`src/rtl/m_mac_pkg.sv`:
```
// Shared types and sizing for the coefficient store / MAC engine.
package m_mac_pkg;

  localparam int CGES_DEF = 7;
  localparam int DW_DEF   = 16;
  localparam int CW_DEF   = 16;

  typedef enum logic [1:0] {
    S_IDLE = 2'd0,
    S_RUN  = 2'd1,
    S_DONE = 2'd2
  } mac_state_t;

  // Full product width plus enough headroom to sum n products without overflow.
  function automatic int ACC_W(input int dw, input int cw, input int n);
    return dw + cw + $clog2(n);
  endfunction

endpackage

```
`src/rtl/m_mac_datapath_if.sv`:
```
// Sequencer <-> MAC datapath bundle: coefficient write port, sample stream, completion.
interface m_mac_datapath_if #(
  parameter int CGES = m_mac_pkg::CGES_DEF,
  parameter int DW   = m_mac_pkg::DW_DEF,
  parameter int CW   = m_mac_pkg::CW_DEF
) ();
  import m_mac_pkg::*;

  localparam int AW = ACC_W(DW, CW, CGES);
  localparam int IW = $clog2(CGES);

  // Handshake: a coefficient write takes effect on any edge with wen high while the engine
  // is idle. sample_in is consumed on every RUN edge where sample_valid is high; there is
  // no back-pressure. fin is a level held until cal is seen low; result_valid pulses once.
  logic                 wen;
  logic [IW-1:0]        addr;
  logic signed [CW-1:0] coef_in;
  logic                 cal;
  logic signed [DW-1:0] sample_in;
  logic                 sample_valid;
  logic                 fin;
  logic signed [AW-1:0] result;
  logic                 result_valid;
  mac_state_t           dbg_state;

  modport master (
    output wen, addr, coef_in, cal, sample_in, sample_valid,
    input  fin, result, result_valid, dbg_state
  );

  modport slave (
    input  wen, addr, coef_in, cal, sample_in, sample_valid,
    output fin, result, result_valid, dbg_state
  );

endinterface

```
`src/rtl/m_coef_rf.sv`:
```
// Coefficient register file: one guarded write port, one combinational read port.
module m_coef_rf #(
  parameter int N      = 7,
  parameter int W      = 16,
  parameter int ADDR_W = $clog2(N)
) (
  input  logic              clk,
  input  logic              rst_n,
  input  logic              we,
  input  logic [ADDR_W-1:0] waddr,
  input  logic [W-1:0]      wdata,
  input  logic [ADDR_W-1:0] raddr,
  output logic [W-1:0]      rdata
);

  logic [W-1:0] mem_q [N];

  // Addresses past the last tap are dropped; the sequencer's counter overshoots by one.
  always_ff @(posedge clk or negedge rst_n) begin
    if (!rst_n) begin
      for (int i = 0; i < N; i++) mem_q[i] <= '0;
    end else if (we && (int'(waddr) < N)) begin
      mem_q[waddr] <= wdata;
    end
  end

  assign rdata = mem_q[raddr];

endmodule

```
`src/rtl/m_mac_datapath.sv`:
```
// MAC engine: captures coefficients while idle, then accumulates CGES sample*coef products.
module m_mac_datapath import m_mac_pkg::*; #(
  parameter int CGES = CGES_DEF,
  parameter int DW   = DW_DEF,
  parameter int CW   = CW_DEF,
  parameter int AW   = ACC_W(DW, CW, CGES)
) (
  input  logic         clk,
  input  logic         reset_n,
  m_mac_datapath_if.slave bus
);

  localparam int IW = $clog2(CGES);
  localparam int PW = DW + CW;
  localparam logic [IW-1:0] LAST_IDX = IW'(CGES - 1);

  mac_state_t           state_q, state_d;
  logic signed [AW-1:0] acc_q, acc_d;
  logic [IW-1:0]        idx_q, idx_d;
  logic signed [AW-1:0] result_q, result_d;
  logic                 fin_q, fin_d;
  logic                 rv_q, rv_d;

  logic                 coef_we;
  logic [CW-1:0]        coef_rd;
  logic signed [PW-1:0] prod;
  logic signed [AW-1:0] sum;

  assign coef_we = bus.wen && (state_q == S_IDLE);

  m_coef_rf #(.N(CGES), .W(CW)) u_coef_rf (
    .clk   (clk),
    .rst_n (reset_n),
    .we    (coef_we),
    .waddr (bus.addr),
    .wdata (bus.coef_in),
    .raddr (idx_q),
    .rdata (coef_rd)
  );

  assign prod = $signed(bus.sample_in) * $signed(coef_rd);
  assign sum  = acc_q + {{(AW-PW){prod[PW-1]}}, prod};

  always_ff @(posedge clk or negedge reset_n) begin
    if (!reset_n) begin
      state_q  <= S_IDLE;
      acc_q    <= '0;
      idx_q    <= '0;
      result_q <= '0;
      fin_q    <= 1'b0;
      rv_q     <= 1'b0;
    end else begin
      state_q  <= state_d;
      acc_q    <= acc_d;
      idx_q    <= idx_d;
      result_q <= result_d;
      fin_q    <= fin_d;
      rv_q     <= rv_d;
    end
  end

  always_comb begin
    state_d  = state_q;
    acc_d    = acc_q;
    idx_d    = idx_q;
    result_d = result_q;
    fin_d    = 1'b0;
    rv_d     = 1'b0;
    unique case (state_q)
      S_IDLE: begin
        if (bus.cal) begin
          state_d = S_RUN;
          acc_d   = '0;
          idx_d   = '0;
        end
      end
      S_RUN: begin
        // Dropping cal mid-run abandons the sum; result keeps the last completed value.
        if (!bus.cal) begin
          state_d = S_IDLE;
        end else if (bus.sample_valid) begin
          if (idx_q == LAST_IDX) begin
            state_d  = S_DONE;
            result_d = sum;
            rv_d     = 1'b1;
            fin_d    = 1'b1;
          end else begin
            acc_d = sum;
            idx_d = idx_q + IW'(1);
          end
        end
      end
      S_DONE: begin
        if (bus.cal) begin
          fin_d = 1'b1;
        end else begin
          state_d = S_IDLE;
        end
      end
      default: state_d = S_IDLE;
    endcase
  end

  assign bus.fin          = fin_q;
  assign bus.result       = result_q;
  assign bus.result_valid = rv_q;
  assign bus.dbg_state    = state_q;

endmodule
```
`src/flat_wrapper.sv`:
```
// flat-port wrapper written by rule: the top's interface ports become plain ports
module m_mac_datapath_flat import m_mac_pkg::*;
#(
  parameter int CGES = CGES_DEF,
  parameter int DW   = DW_DEF,
  parameter int CW   = CW_DEF,
  parameter int AW   = ACC_W(DW, CW, CGES)
)
  (clk, reset_n, bus_wen, bus_addr, bus_coef_in, bus_cal, bus_sample_in, bus_sample_valid, bus_fin, bus_result, bus_result_valid, bus_dbg_state);
  m_mac_datapath_if #(.CGES(CGES), .DW(DW), .CW(CW)) bus_i ();
  input  logic clk;
  input  logic reset_n;
  input wire logic [$bits(bus_i.wen)-1:0] bus_wen;
  input wire logic [$bits(bus_i.addr)-1:0] bus_addr;
  input wire logic [$bits(bus_i.coef_in)-1:0] bus_coef_in;
  input wire logic [$bits(bus_i.cal)-1:0] bus_cal;
  input wire logic [$bits(bus_i.sample_in)-1:0] bus_sample_in;
  input wire logic [$bits(bus_i.sample_valid)-1:0] bus_sample_valid;
  output wire logic [$bits(bus_i.fin)-1:0] bus_fin;
  output wire logic [$bits(bus_i.result)-1:0] bus_result;
  output wire logic [$bits(bus_i.result_valid)-1:0] bus_result_valid;
  output wire logic [$bits(bus_i.dbg_state)-1:0] bus_dbg_state;
  assign bus_i.wen = bus_wen;
  assign bus_i.addr = bus_addr;
  assign bus_i.coef_in = bus_coef_in;
  assign bus_i.cal = bus_cal;
  assign bus_i.sample_in = bus_sample_in;
  assign bus_i.sample_valid = bus_sample_valid;
  assign bus_fin = bus_i.fin;
  assign bus_result = bus_i.result;
  assign bus_result_valid = bus_i.result_valid;
  assign bus_dbg_state = bus_i.dbg_state;
  m_mac_datapath #(.CGES(CGES), .DW(DW), .CW(CW), .AW(AW)) u_core (.clk(clk), .reset_n(reset_n), .bus(bus_i));
endmodule
```
`config.mk`:
```
export PLATFORM = sky130hd
export DESIGN_NAME = m_mac_datapath_flat
export DESIGN_NICKNAME = d
export VERILOG_FILES = /design/src/rtl/m_mac_pkg.sv /design/src/rtl/m_mac_datapath_if.sv /design/src/rtl/m_coef_rf.sv /design/src/rtl/m_mac_datapath.sv /design/src/flat_wrapper.sv
export SDC_FILE = /design/constraint.sdc
export NUM_CORES = 1
export LEC_CHECK = 0
export CORE_ASPECT_RATIO = 0.7
export CORE_MARGIN = 2
export CORE_UTILIZATION = 60
export CTS_CLUSTER_DIAMETER = 200
export DETAILED_ROUTE_END_ITERATION = 8
export HOLD_SLACK_MARGIN = 0.06
export PLACE_DENSITY_LB_ADDON = 0.25
export SLEW_MARGIN = 40
export SYNTH_ARGS = -nofsm -noshare
export SYNTH_HDL_FRONTEND = slang
export SYNTH_SLANG_ARGS = --single-unit
```
`constraint.sdc`:
```
create_clock -name clk -period 18.4 [get_ports clk]
set_input_delay 1.84 -clock clk [delete_from_list [all_inputs] [get_ports clk]]
set_output_delay 1.84 -clock clk [all_outputs]
set_load 0.01 [all_outputs]
```
==> metrics <==
commonest non-fill, non-tap cells in the layout 326 x inv_1, 263 x fa_1, 226 x nand2_1; crit path max fanout 16; max-slew violation count 0; IO buf count 78; critical path launch point type input pin; Crit path top cell by count fa_1; Syn Area/Cell just under 10 um^2; Synth Register Bits roughly 190; CTS tree built; RSZ-0062 raised after global routing false; worst path arrival time ~10 ns; Filler Cell Count roughly 2,500; Worst-path clk slew 0.07 ns; asr flop ratio synth 1.000; syn nets ~2,400; Mapped Cells between 1,500 and 2,000; Hold WC Path Type register to register; CP startpoint bus_sample_in[6]; final hold slack 0.4876 ns; Die Area 34,210 um^2; Netlist Area Pre-Place 19,630 um^2; n_diodes 0; H-tree Lvls 4; Vias/cell between 5 and 6; Std-Cell Rows 55; Clk Tree Root Cell clkbuf_16; RR Endpoint u_core.bus.result[34]; hold-fix buffers at CTS 0; Die X 220.2 um; synth warn 0; Vias 13,940; CORE AREA 32,270 um^2; synth unique cells 66; most common cell after layout, fill and taps aside inv_1; Clock Latency Late Sink 0.45 ns; first-pass GRT wire length 77.58 mm; Slowest Stage Delay on Critical Path roughly 0.9 ns; highest clock rate 100.9 MHz; multi-input gate area in the final layout 13,420 um^2; master of the slowest instance on the critical path clkdlybuf4s50_1; Starting Density 0.6083; Reg2Reg Setup Slack 8.90 ns; clk sinks 189; GRT Util Overall 0.2909; post-CTS setup buffer count 0; Final setup viols 0; WP data required 18.71 ns; Clock Skews 0.009629 ns; Placer Congestion 0.9885; TNS Setup 0 ns; FF+latch area 4730 um^2; initial DRC count 1,086; max-cap violations 0; Tmin final 9.911 ns; Overflow after GRT 0; CP endpoint u_core.bus.result[27]; layout cells sized above 1 0.1061; slew margin rel. 0.4598; Wirelength per Cell ~18 um; die height 155.4 um; final hold vios 0; worst hold path depth 2; clock tree buffer depth 2; I/O pin cnt 79; Post-DRT Antenna Nets 0; initial antenna violation count 0; Worst Setup End Kind register; Final period util 0.5387; CTS resizes 0; Register-to-Register Path Depth 34; outcome finished, final reports clean; vias in the first global route 14,600; layout net count 2,459; Post-synth EDFFs 0; largest net degree at the start of global routing 113; number of remaining DRC errors 0; RR Startpoint u_core.idx_q[0]; synth-to-layout area growth 9.533%; DR pass1 iterations 5; DP HPWL 35.43 mm; Most used DFF post-synth dfrtp_1; Seq/Total Area, Yosys 0.2409; Worst-Margin Slew a little over 0.8 ns; WS Path Type input pin to register; drt total wl 45.65 mm; CTS Buf Count 17
worst max-delay path: cells and delay by family:
family                     cells  cell delay (ns)
AOI/OAI and AO/OA             11             2.23
xor gates and xnor gates       1             0.09
adders and majority gates      8             3.64
buffers and inverters          5             1.15
and+or+nand+nor                6             1.25
per-layer routing:
metal  global-route usage  vias to the layer above  share of wire  routed length [um]
li1                     -                     6436              -                   -
met1               0.4543                     6956           0.48               21750
met2               0.4030                      511           0.42               19260
met3              0.08563                       32          0.093                4242
met4              0.05593                        0         0.0088                 400
met5                    0                        -              0                   0
worst min path at each step:
stage	from	endpoint	slack, ns
3_5_place_dp	u_core.bus.result[5]	u_core.bus.result[5]	0.46
6_report	u_core.bus.result[25]	u_core.bus.result[25]	0.49
2_1_floorplan	u_core.acc_q[0]	u_core.acc_q[0]	0.45
4_1_cts	u_core.acc_q[0]	u_core.acc_q[0]	0.48
5_1_grt	u_core.bus.result[21]	u_core.bus.result[21]	0.51
3_3_place_gp	u_core.acc_q[0]	u_core.acc_q[0]	0.46
registers in the layout, indices dropped and copies added, names as in the netlist:
signal and cells:
u_core.acc_q 35, u_core.bus.dbg_state 2, u_core.bus.fin 1, u_core.bus.result 35
u_core.bus.result_valid 1, u_core.idx_q 3, u_core.u_coef_rf.mem_q 112
cells by family after synthesis:
logic type               after synthesis  share of synthesized area
buffers and inverters                401                    0.07717
AND/OR/NAND/NOR                      525                     0.1296
multiplexers                         145                    0.09126
adder cells (fa/ha/maj)              387                     0.3472
XOR/XNOR                              71                    0.03250
flip-flops                           189                     0.2409
AO/OA/AOI/OAI                        264                    0.08144
Yosys cell counts (18+ instances only):
master	number	area, um^2
a21oi_1	82	410.4
and2_1	40	250.2
clkbuf_1	64	240.2
dfrtp_1	189	4730
fa_1	263	5265
ha_1	124	1551
inv_1	326	1224
mux2_2	112	1261
nand2_1	226	848.3
nand2b_1	26	162.7
nand3_1	44	220.2
nor2_1	64	240.2
nor2b_1	82	513.0
o21ai_0	80	400.4
xnor2_1	52	455.4
xor2_1	18	157.7
per-stage QoR:
step           utilization  area (um^2)  std cells  setup slack [ns]
2_1_floorplan            -        19630       1982             9.536
3_3_place_gp        0.6464        20860       2439             8.443
3_5_place_dp        0.6473        20890       2439             8.161
4_1_cts             0.6655        21480       2471             8.576
5_1_grt             0.6663        21510       2472             7.914
6_report            0.6663        21510       2472             8.489
area by class of cell:
cell class,count,share of cell area
clock buffer,20,0.02124
clock inverter,12,0.005993
inverter,327,0.05707
multi-input combinational,1392,0.6239
sequential,189,0.2199
tap,427,0.02484
timing repair buffer,105,0.04707
Power is not shown: default switching activity piles up to over one toggle a cycle in this logic, so the estimate is an artifact.
